[config.mk]
export PLATFORM = sky130hd
export DESIGN_NAME = background_tiler_flat
export DESIGN_NICKNAME = d
export VERILOG_FILES = /design/src/rtl/background_tiler_if.sv /design/src/rtl/background_tiler.sv /design/src/flat_wrapper.sv
export SDC_FILE = /design/constraint.sdc
export NUM_CORES = 1
export LEC_CHECK = 0
export ABC_AREA = 0
export ABC_CLOCK_PERIOD_IN_PS = 6700
export CAP_MARGIN = 20
export CORE_UTILIZATION = 58
export DETAILED_ROUTE_END_ITERATION = 10
export DONT_BUFFER_PORTS = 1
export HOLD_SLACK_MARGIN = 0.08
export PLACE_DENSITY = 0.78
export SLEW_MARGIN = 20
export SYNTH_ARGS = -nofsm -noshare
export SYNTH_HDL_FRONTEND = slang
export SYNTH_SLANG_ARGS = --single-unit
export TNS_END_PERCENT = 20
[constraint.sdc]
create_clock -name clock_25 -period 6.7 [get_ports clock_25]
set_clock_uncertainty 0.1 [all_clocks]
set_input_delay 1.34 -clock clock_25 [delete_from_list [all_inputs] [get_ports clock_25]]
set_output_delay 1.34 -clock clock_25 [all_outputs]
set_load 0.02 [all_outputs]
[src/rtl/background_tiler_if.sv]
// Pixel-side bundle of the background tiler: VGA context in, ROM port, rendered pixel out.
// The master side is the VGA wrapper or bench; the slave side is the tiler.
interface background_tiler_if #(
  parameter int GRID_W  = 40,
  parameter int GRID_H  = 30,
  parameter int COLOR_W = 2,
  parameter int ADDR_W  = $clog2(GRID_W * GRID_H),
  parameter int XC_W    = $clog2(GRID_W),
  parameter int YC_W    = $clog2(GRID_H)
);
  logic [9:0]         X;
  logic [9:0]         Y;
  logic               display_area;
  logic [1:0]         mode;
  logic [9:0]         scroll_x;
  logic [ADDR_W-1:0]  rom_addr;
  logic [COLOR_W-1:0] rom_data;
  logic [XC_W-1:0]    x_count;
  logic [YC_W-1:0]    y_count;
  logic [COLOR_W-1:0] pixel_color;
  logic               pixel_valid;
  logic               frame_tick;

  modport master (
    output X, Y, display_area, mode, scroll_x, rom_data,
    input  rom_addr, x_count, y_count, pixel_color, pixel_valid, frame_tick
  );

  modport slave (
    input  X, Y, display_area, mode, scroll_x, rom_data,
    output rom_addr, x_count, y_count, pixel_color, pixel_valid, frame_tick
  );
endinterface

[src/rtl/background_tiler.sv]
// Tile-based background renderer: pixel coordinates -> tile/ROM address, ROM data realigned
// with a delayed pixel context, then coloured according to the per-frame render mode.
module background_tiler #(
  parameter int H_ACTIVE     = 640,
  parameter int V_ACTIVE     = 480,
  parameter int TILE_W_LOG2  = 4,
  parameter int TILE_H_LOG2  = 4,
  parameter int GRID_W       = 40,
  parameter int GRID_H       = 30,
  parameter int COLOR_W      = 2,
  parameter int ROM_LATENCY  = 1,
  parameter int BORDER_COLOR = 0,
  parameter int GRID_COLOR   = 3,
  parameter int CHECK_A      = 1,
  parameter int CHECK_B      = 2,
  parameter int FILL_COLOR   = 1
) (
  input logic               clock_25,
  input logic               reset,
  background_tiler_if.slave bus
);

  localparam int ADDR_W = $clog2(GRID_W * GRID_H);
  localparam int XC_W   = $clog2(GRID_W);
  localparam int YC_W   = $clog2(GRID_H);

  localparam logic [10:0] GRID_PX_W = 11'(GRID_W << TILE_W_LOG2);
  localparam logic [10:0] GRID_PX_H = 11'(GRID_H << TILE_H_LOG2);
  localparam logic [9:0]  V_LINE    = 10'(V_ACTIVE);

  localparam logic [COLOR_W-1:0] C_BORDER = COLOR_W'(BORDER_COLOR);
  localparam logic [COLOR_W-1:0] C_GRID   = COLOR_W'(GRID_COLOR);
  localparam logic [COLOR_W-1:0] C_CHK_A  = COLOR_W'(CHECK_A);
  localparam logic [COLOR_W-1:0] C_CHK_B  = COLOR_W'(CHECK_B);
  localparam logic [COLOR_W-1:0] C_FILL   = COLOR_W'(FILL_COLOR);

  if ((GRID_W << TILE_W_LOG2) > 1023 || H_ACTIVE > 1023 || ROM_LATENCY < 1) begin : g_unsupported
    $error("background_tiler: unsupported geometry or ROM latency");
  end

  typedef enum logic [1:0] {
    MODE_ROM   = 2'd0,
    MODE_CHECK = 2'd1,
    MODE_GRID  = 2'd2,
    MODE_FILL  = 2'd3
  } mode_t;

  typedef struct packed {
    logic  disp;
    logic  in_grid;
    logic  line;
    logic  parity;
    mode_t mode;
  } ctx_t;

  logic [9:0]         scroll_reg;
  mode_t              mode_reg;
  logic               frame_tick;
  logic [ADDR_W-1:0]  rom_addr;
  logic [XC_W-1:0]    x_count;
  logic [YC_W-1:0]    y_count;
  logic [COLOR_W-1:0] pixel_color;
  logic               pixel_valid;
  ctx_t               s1;
  ctx_t               dly [ROM_LATENCY];

  logic               boundary;
  logic [9:0]         scroll_wrapped;
  logic [10:0]        xs_sum;
  logic [10:0]        xs;
  logic [XC_W-1:0]    x_count_next;
  logic [YC_W-1:0]    y_count_next;
  logic [ADDR_W-1:0]  addr_next;
  ctx_t               s1_next;
  ctx_t               ctx_out;
  logic [COLOR_W-1:0] color_next;
  logic               valid_next;

  always_comb begin
    boundary       = (bus.X == '0) && (bus.Y == V_LINE);
    scroll_wrapped = 10'({1'b0, bus.scroll_x} % GRID_PX_W);

    // X and scroll_reg are both below the grid width, so one subtract completes the wrap.
    xs_sum = {1'b0, bus.X} + {1'b0, scroll_reg};
    xs     = (xs_sum >= GRID_PX_W) ? xs_sum - GRID_PX_W : xs_sum;

    x_count_next = XC_W'(xs >> TILE_W_LOG2);
    y_count_next = YC_W'(bus.Y >> TILE_H_LOG2);
    addr_next    = ADDR_W'(32'(y_count_next) * GRID_W + 32'(x_count_next));

    s1_next         = '0;
    s1_next.disp    = bus.display_area;
    s1_next.in_grid = bus.display_area && ({1'b0, bus.Y} < GRID_PX_H);
    s1_next.line    = (xs[TILE_W_LOG2-1:0] == '0) || (bus.Y[TILE_H_LOG2-1:0] == '0);
    s1_next.parity  = x_count_next[0] ^ y_count_next[0];
    s1_next.mode    = mode_reg;
  end

  always_ff @(posedge clock_25) begin
    if (!reset) begin
      scroll_reg <= '0;
      mode_reg   <= MODE_ROM;
      frame_tick <= 1'b0;
    end else begin
      frame_tick <= boundary;
      if (boundary) begin
        scroll_reg <= scroll_wrapped;
        mode_reg   <= mode_t'(bus.mode);
      end
    end
  end

  always_ff @(posedge clock_25) begin
    if (!reset) begin
      s1       <= '0;
      rom_addr <= '0;
      x_count  <= '0;
      y_count  <= '0;
      for (int unsigned i = 0; i < ROM_LATENCY; i++) dly[i] <= '0;
    end else begin
      s1      <= s1_next;
      x_count <= x_count_next;
      y_count <= y_count_next;
      if (s1_next.in_grid) rom_addr <= addr_next;
      dly[0] <= s1;
      for (int unsigned i = 1; i < ROM_LATENCY; i++) dly[i] <= dly[i-1];
    end
  end

  // Context leaving the delay line lines up with rom_data for the same pixel.
  assign ctx_out = dly[ROM_LATENCY-1];

  always_comb begin
    color_next = '0;
    valid_next = 1'b0;
    if (ctx_out.disp) begin
      valid_next = 1'b1;
      if (!ctx_out.in_grid) begin
        color_next = C_BORDER;
      end else begin
        unique case (ctx_out.mode)
          MODE_ROM:   color_next = bus.rom_data;
          MODE_CHECK: color_next = ctx_out.parity ? C_CHK_B : C_CHK_A;
          MODE_GRID:  color_next = ctx_out.line ? C_GRID : bus.rom_data;
          MODE_FILL:  color_next = C_FILL;
          default:    color_next = bus.rom_data;
        endcase
      end
    end
  end

  always_ff @(posedge clock_25) begin
    if (!reset) begin
      pixel_color <= '0;
      pixel_valid <= 1'b0;
    end else begin
      pixel_color <= color_next;
      pixel_valid <= valid_next;
    end
  end

  assign bus.rom_addr    = rom_addr;
  assign bus.x_count     = x_count;
  assign bus.y_count     = y_count;
  assign bus.pixel_color = pixel_color;
  assign bus.pixel_valid = pixel_valid;
  assign bus.frame_tick  = frame_tick;

endmodule

[src/flat_wrapper.sv]
// flat-port wrapper written by rule: the top's interface ports become plain ports
module background_tiler_flat 
#(
  parameter int H_ACTIVE     = 640,
  parameter int V_ACTIVE     = 480,
  parameter int TILE_W_LOG2  = 4,
  parameter int TILE_H_LOG2  = 4,
  parameter int GRID_W       = 40,
  parameter int GRID_H       = 30,
  parameter int COLOR_W      = 2,
  parameter int ROM_LATENCY  = 1,
  parameter int BORDER_COLOR = 0,
  parameter int GRID_COLOR   = 3,
  parameter int CHECK_A      = 1,
  parameter int CHECK_B      = 2,
  parameter int FILL_COLOR   = 1
)
  (clock_25, reset, bus_X, bus_Y, bus_display_area, bus_mode, bus_scroll_x, bus_rom_data, bus_rom_addr, bus_x_count, bus_y_count, bus_pixel_color, bus_pixel_valid, bus_frame_tick);
  background_tiler_if #(.GRID_W(GRID_W), .GRID_H(GRID_H), .COLOR_W(COLOR_W)) bus_i ();
  input logic clock_25;
  input logic reset;
  input wire logic [$bits(bus_i.X)-1:0] bus_X;
  input wire logic [$bits(bus_i.Y)-1:0] bus_Y;
  input wire logic [$bits(bus_i.display_area)-1:0] bus_display_area;
  input wire logic [$bits(bus_i.mode)-1:0] bus_mode;
  input wire logic [$bits(bus_i.scroll_x)-1:0] bus_scroll_x;
  input wire logic [$bits(bus_i.rom_data)-1:0] bus_rom_data;
  output wire logic [$bits(bus_i.rom_addr)-1:0] bus_rom_addr;
  output wire logic [$bits(bus_i.x_count)-1:0] bus_x_count;
  output wire logic [$bits(bus_i.y_count)-1:0] bus_y_count;
  output wire logic [$bits(bus_i.pixel_color)-1:0] bus_pixel_color;
  output wire logic [$bits(bus_i.pixel_valid)-1:0] bus_pixel_valid;
  output wire logic [$bits(bus_i.frame_tick)-1:0] bus_frame_tick;
  assign bus_i.X = bus_X;
  assign bus_i.Y = bus_Y;
  assign bus_i.display_area = bus_display_area;
  assign bus_i.mode = bus_mode;
  assign bus_i.scroll_x = bus_scroll_x;
  assign bus_i.rom_data = bus_rom_data;
  assign bus_rom_addr = bus_i.rom_addr;
  assign bus_x_count = bus_i.x_count;
  assign bus_y_count = bus_i.y_count;
  assign bus_pixel_color = bus_i.pixel_color;
  assign bus_pixel_valid = bus_i.pixel_valid;
  assign bus_frame_tick = bus_i.frame_tick;
  background_tiler #(.H_ACTIVE(H_ACTIVE), .V_ACTIVE(V_ACTIVE), .TILE_W_LOG2(TILE_W_LOG2), .TILE_H_LOG2(TILE_H_LOG2), .GRID_W(GRID_W), .GRID_H(GRID_H), .COLOR_W(COLOR_W), .ROM_LATENCY(ROM_LATENCY), .BORDER_COLOR(BORDER_COLOR), .GRID_COLOR(GRID_COLOR), .CHECK_A(CHECK_A), .CHECK_B(CHECK_B), .FILL_COLOR(FILL_COLOR)) u_core (.clock_25(clock_25), .reset(reset), .bus(bus_i));
endmodule
==> results of run 1 <==
==> metal layers <==
metal | wire length (um) | global-route usage (%)
met5 | 0 | 0
met3 | 319 | 6.105
met4 | 100 | 8.617
met1 | 2236 | 26.23
met2 | 2454 | 37.54
==> worst max-delay path by stage <==
stage / from / to / slack, ns
floorplan: bus_X[0] / u_core.bus.rom_addr[6] / 1.41
global placement: bus_X[0] / u_core.bus.rom_addr[6] / 1.25
detailed placement: bus_X[0] / u_core.bus.rom_addr[6] / 1.13
CTS: bus_X[0] / u_core.bus.rom_addr[6] / 1.43
global route: bus_X[0] / u_core.bus.rom_addr[6] / 1.11
finish: bus_X[0] / u_core.bus.rom_addr[6] / 1.41
==> report_power, final <==
part / switching [mW] / internal (mW) / total (mW) / leakage, nW
clock: 0.101 / 0.112 / 0.213 / 0.0585
sequential: 0.0158 / 0.308 / 0.324 / 0.408
combinational: 0.0371 / 0.0338 / 0.0708 / 0.651
total: 0.154 / 0.454 / 0.607 / 1.12
==> stage by stage <==
| step | hold WS [ns] | power [mW] | utilization [%] | worst slack (ns) | cells |
|---|---|---|---|---|---|
| final | 0.3419 | 0.6075 | 63.62 | 1.409 | 335 |
| after global routing | 0.3667 | 0.6335 | 63.62 | 1.109 | 335 |
| after CTS | 0.3443 | 0.6115 | 63.62 | 1.431 | 335 |
| after detailed placement | 0.3235 | 0.4009 | 61.03 | 1.129 | 327 |
| after global placement | 0.3145 | 0.3994 | 61.03 | 1.247 | 327 |
| after floorplan | 0.3119 | 0.3914 | - | 1.407 | 284 |
==> layout by cell type, fill, tap and decap left out, types with 2 or more instances in the layout <==
cell type | Yosys | layout
o21bai_2 | 2 | 2
a31oi_1 | 2 | 2
and2_1 | 25 | 25
dfxtp_1 | 50 | 50
o22a_1 | 3 | 3
nor4_1 | 6 | 6
or4b_1 | 2 | 2
o21ai_1 | 2 | 2
xnor2_1 | 10 | 10
a211oi_2 | 2 | 2
xor2_1 | 5 | 5
a21o_1 | 6 | 6
nor2b_1 | 3 | 3
or4_1 | 3 | 3
mux2i_1 | 2 | 2
nor3b_1 | 2 | 2
a21oi_1 | 14 | 14
fa_1 | 3 | 3
a211o_1 | 3 | 3
o21ai_2 | 3 | 3
nand2b_1 | 3 | 3
inv_1 | 6 | 6
nor3_1 | 5 | 5
clkbuf_8 | 0 | 5
o21ai_0 | 4 | 4
a21boi_0 | 14 | 14
nand4_1 | 3 | 3
nand2_1 | 40 | 40
nor2_1 | 5 | 5
ha_1 | 20 | 20
o211ai_1 | 4 | 4
nand3_1 | 6 | 6
==> layout make-up <==
type / count / area (sq um)
clock inverter: 3 / 43.79
tap: 52 / 65.06
multi-input combinational: 219 / 1569
inverter: 6 / 22.52
sequential: 50 / 1001
fill: 366 / 1584
clock buffer: 5 / 68.82
==> cell families (layout without fill, tap and decap cells) <==
group	count (synthesis)	after routing	synth area share (%)
flip-flops	50	50	38.11
AO/OA/AOI/OAI	67	67	18.72
buffers and inverters	15	14	2.144
multiplexers	2	2	0.7623
adder cells (fa/ha/maj)	23	23	11.82
XOR/XNOR	16	16	5.622
AND/OR/NAND/NOR	111	111	22.82
==> impl_metrics.env, run 1 <==
export IMPL_outcome="finished clean"
export IMPL_avgSynthCellArea_sq_um=9.247
export IMPL_leakagePower_nw=1.117
export IMPL_htree_num_levels=2
export IMPL_dieArea_sq_um=4801
export IMPL_synth_area_sq_um=2626
export IMPL_fp_dieH_um=69.29
export IMPL_yosysMostFrequentCell="dfxtp_1"
export IMPL_fin_setup_tns_ns=0
export IMPL_cts_buffers=5
export IMPL_grt_pass1_vias=1959
export IMPL_antenna_left=0
export IMPL_drive_gt1_share_pct=7.420
export IMPL_reg2reg_slack_ns=2.12
export IMPL_path_buf_inv=1
export IMPL_cp_max_fo=5
export IMPL_rr_worst_depth=18
export IMPL_reg2reg_from="u_core.scroll_reg[0]"
export IMPL_hold_viol_final=0
export IMPL_synth_edf_count=0
export IMPL_fmax_ghz=0.1890
export IMPL_grt_pass1_wl_um=8562
export IMPL_antenna_cells=0
export IMPL_post_cts_buffers=0
export IMPL_synth_common_cells="dfxtp_1 (50), nand2_1 (40), and2_1 (25)"
export IMPL_synthTopCellsByArea="dfxtp_1 (38%), ha_1 (9.5%), and2_1 (6.0%), nand2_1 (5.7%), a21boi_0 (4.0%)"
export IMPL_nNetsFinal=342
export IMPL_drv_cap=0
export IMPL_slew_headroom_pct=50.35
export IMPL_hpwl_um=3947
export IMPL_rsz0062_at_grt="false"
export IMPL_clockBufferDepth=2
export IMPL_synth_async_sr_flop_share_pct=0
export IMPL_initial_utilization_pct=60.32
export IMPL_holdPathStages=1
export IMPL_path_class="in2reg"
export IMPL_critical_path_max_stage_delay_ns=0.49
export IMPL_gr_usage_all_layers_pct=22.04
export IMPL_clock_sinks=50
export IMPL_chipWidth_um=69.29
export IMPL_cp_arrival_ns=5.45
export IMPL_hold_end="u_core.dly[0][2]"
export IMPL_final_area_sq_um=2770
export IMPL_drc=0
export IMPL_clk_pin_slew_ns=0.10
export IMPL_detailedRoute_firstPassIterationCount=4
export IMPL_gp_congestion=0.8225
export IMPL_syn_instance_count=284
export IMPL_min_delay_start="u_core.s1[2]"
export IMPL_startpoint_type="primary input"
export IMPL_path_delay_family="simple AND/OR/NAND/NOR gates"
export IMPL_hold_buffers=0
export IMPL_cp_cell_sequence="ha_1 > fa_1 > a211oi_2 > o21bai_2 > o21ai_2 > xor2_2 > or4b_1 > o21ai_2 > mux2i_1 > ha_1 > nand2_1 > nor3_1 > inv_1 > a211o_1 > o2111a_1 > and4_4 > or4b_1 > nand3_1"
export IMPL_critPathRequiredTime_ns=6.86
export IMPL_yosys_warnings=0
export IMPL_hold_class="reg2reg"
export IMPL_largest_register_ffs=11
export IMPL_placed_area_sq_um=2658
export IMPL_design_core_area_sq_um=4354
export IMPL_area_growth_pct=5.479
export IMPL_via_per_inst=5.976
export IMPL_fin_crit_ns=5.291
export IMPL_synthFlopType="dfxtp_1"
export IMPL_portBuffers=0
export IMPL_power_density_nw_per_um2=219.3
export IMPL_num_io_pins=63
export IMPL_yosysSeqAreaShare_pct=38.11
export IMPL_cts_root_buf="clkbuf_8"
export IMPL_setup_violations=0
export IMPL_grt_ovfl_total=0
export IMPL_synth_top_area_cell="dfxtp_1"
export IMPL_first_iter_violations=93
export IMPL_crit_reg2reg_capture="u_core.bus.rom_addr[6]"
export IMPL_grt_start_max_net_pins=49
export IMPL_cts_resized_gates=0
export IMPL_clk_latency_ns=0.31
export IMPL_num_rows=24
export IMPL_antenna_found_initial=0
export IMPL_end_kind="register"
export IMPL_slew_violations=0
export IMPL_post_route_period_util_pct=78.97
export IMPL_slowest_stage="or4b_1"
export IMPL_yosysUniqueCellTypes=49
export IMPL_crit_cells=18
export IMPL_num_vias=2002
export IMPL_wl_per_cell_um=15.25
export IMPL_syn_num_nets=344
export IMPL_synth_top_area_share_pct=38.11
export IMPL_drt_wl_total_um=5110
export IMPL_synth_seq_cells=50
export IMPL_worst_pin_slew_ns=0.7386
export IMPL_ir_drop_mv=0.1075
export IMPL_cts_tree="built"
Note: power is estimated with default switching activity, not from simulation.
==> run 2, diff against run 1 <==
ABC_CLOCK_PERIOD_IN_PS = 4500   (was 6700)
CORE_UTILIZATION = 57   (was 58)
PLACE_DENSITY = 0.79   (was 0.78)
clock period = 4.5 ns   (was 6.7 ns; I/O delays follow)
==> run 2 against run 1 <==
Net effect: the flow now finishes with violations (negative setup slack); critical path depth is the same; non-clock buffer count grew 28; critical endpoint unchanged; critical path type unchanged; highest routed layer unchanged; core utilization rose by 4.9 points.
==> impl_metrics.env, run 2 (synthesized netlist as in run 1, its figures left out) <==
export IMPL_drive_gt1_share_pct=17.74
export IMPL_busiest_layer="met2"
export IMPL_cts_root_buf="clkbuf_8"
export IMPL_reg2reg_slack_ns=0.19
export IMPL_dieArea_sq_um=4883
export IMPL_wl_per_cell_um=14.91
export IMPL_worst_pin_slew_ns=0.6914
export IMPL_layout_commonest_cell="dfxtp_1"
export IMPL_num_io_pins=63
export IMPL_grt_use_met3_pct=5.772
export IMPL_num_vias=2080
export IMPL_grt_pass1_wl_um=8956
export IMPL_grt_ovfl_total=0
export IMPL_slew_violations=0
export IMPL_drt_wl_total_um=5398
export IMPL_startpoint_type="primary input"
export IMPL_area_growth_pct=14.44
export IMPL_instances_no_fill=362
export IMPL_cts_buffers=5
export IMPL_crit_reg2reg_capture="u_core.bus.rom_addr[6]"
export IMPL_setup_violations=2
export IMPL_worst_slack_ns=-0.04147
export IMPL_met2_usage_pct=40.28
export IMPL_antenna_cells=0
export IMPL_grt_pass1_vias=2078
export IMPL_largest_register_ffs=11
export IMPL_holdWs_ns=0.3405
export IMPL_grt_start_max_net_pins=49
export IMPL_fin_crit_ns=4.541
export IMPL_hold_viol_final=0
export IMPL_ir_drop_mv=0.1737
export IMPL_final_core_util_pct=68.55
export IMPL_first_iter_violations=53
export IMPL_cp_max_fo=5
export IMPL_hold_class="reg2reg"
export IMPL_via_per_inst=5.746
export IMPL_initial_utilization_pct=59.90
export IMPL_drc=0
export IMPL_nFillCells=378
export IMPL_min_delay_start="u_core.s1[4]"
export IMPL_hpwl_um=4219
export IMPL_cts_tree="built"
export IMPL_mostFrequentLayoutCells="dfxtp_1 (50), nand2_1 (39), buf_4 (28), and2_1 (25), ha_1 (19)"
export IMPL_pre_cts_slack_ns=-0.4171
export IMPL_antenna_left=0
export IMPL_fp_dieH_um=69.88
export IMPL_reg2reg_from="u_core.scroll_reg[0]"
export IMPL_path_class="in2reg"
export IMPL_detailedRoute_firstPassIterationCount=4
export IMPL_nNetsFinal=370
export IMPL_clk_pin_slew_ns=0.08
export IMPL_rr_worst_depth=18
export IMPL_p_total_uw=858.6
export IMPL_portBuffers=0
export IMPL_gp_congestion=0.8734
export IMPL_clk_latency_ns=0.30
export IMPL_grt_util_met1_pct=26.25
export IMPL_hold_end="u_core.dly[0][4]"
export IMPL_htree_num_levels=2
export IMPL_antenna_found_initial=0
export IMPL_power_density_nw_per_um2=285.7
export IMPL_chipWidth_um=69.88
export IMPL_fmax_ghz=0.2202
export IMPL_violations="negative setup slack"
export IMPL_design_core_area_sq_um=4384
export IMPL_holdPathStages=1
export IMPL_place_inst=352
export IMPL_leakagePower_nw=1.240
export IMPL_rsz0062_at_grt="true"
export IMPL_post_route_period_util_pct=100.9
export IMPL_critPathRequiredTime_ns=4.64
export IMPL_end_kind="register"
export IMPL_num_rows=24
export IMPL_outcome="complete, but fails checks"
export IMPL_slew_headroom_pct=53.52
export IMPL_drv_cap=0
export IMPL_gr_usage_all_layers_pct=22.67
export IMPL_clockBufferDepth=2
export IMPL_cp_arrival_ns=4.68
export IMPL_clock_sinks=50
-- run 2: changes by cell type in the layout (fill, tap and decap cells not counted), sizes merged --
cell and delta:
clkinvlp +1, bufinv -1, clkinv -1, inv -1, buf +28, clkbuf +1
-- run 2: final cells by class --
| type | instances | area, sq um | area share (%) |
|---|---|---|---|
| clock buffers | 6 | 72.57 | 2.415 |
| flip-flops and latches | 50 | 1001 | 33.31 |
| repair buffers | 28 | 210.2 | 6.994 |
| clock inverters | 1 | 7.507 | 0.2498 |
| multi-input cells | 219 | 1627 | 54.12 |
| well taps | 52 | 65.06 | 2.165 |
| inverters | 6 | 22.52 | 0.7494 |
-- run 2: how the worst max path moves through the flow --
stage	start	to	slack, ns	depth (start not counted)
floorplan	bus_X[0]	u_core.bus.rom_addr[6]	-0.27	18
global placement	bus_X[0]	u_core.bus.rom_addr[6]	-0.23	18
detailed placement	bus_X[0]	u_core.bus.rom_addr[6]	-0.42	18
CTS	bus_X[0]	u_core.bus.rom_addr[6]	0.01	18
global route	bus_X[0]	u_core.bus.rom_addr[6]	-0.19	18
finish	bus_X[0]	u_core.bus.rom_addr[6]	-0.04	18
-- run 2: worst max-delay path: stages --
cell and delay (ns):
ha_4 0.14, fa_2 0.40, a211oi_2 0.21, o21bai_2 0.09, o21ai_2 0.16, xor2_2 0.20, or4b_4 0.50, o21ai_4 0.17
mux2i_2 0.29, ha_1 0.21, nand2_2 0.09, nor3_4 0.14, inv_1 0.06, a211o_1 0.23, o2111a_1 0.12, and4_4 0.20
or4b_1 0.49, nand3_1 0.08
-- run 2: timing repair --
action / CTS / global route
gates resized for setup: 0 / 3
hold buffers: 0 / 0
endpoints found under the setup margin: 2 / 4
pin swaps: 5 / 1
buffers inserted: 2 / 1
-- run 2: stage by stage --
step / area, sq um / setup TNS, ns
global placement: 2883 / -0.5263
detailed placement: 2883 / -1.227
finish: 3005 / -0.05392
floorplan: 2664 / -0.5828
global route: 3005 / -0.4237
CTS: 2978 / 0
-- run 2: where the power goes --
part | leakage [nW] | internal (mW) | switching (mW)
combinational | 0.794 | 0.0683 | 0.0630
clock | 0.0373 | 0.107 | 0.139
sequential | 0.408 | 0.458 | 0.0234
total | 1.24 | 0.633 | 0.225
-- run 2: layer usage --
metal,part of all wire [%],vias up
li1,-,1056
met1,44,958
met2,49,58
met3,6.0,8
met4,1.2,0
met5,0,-
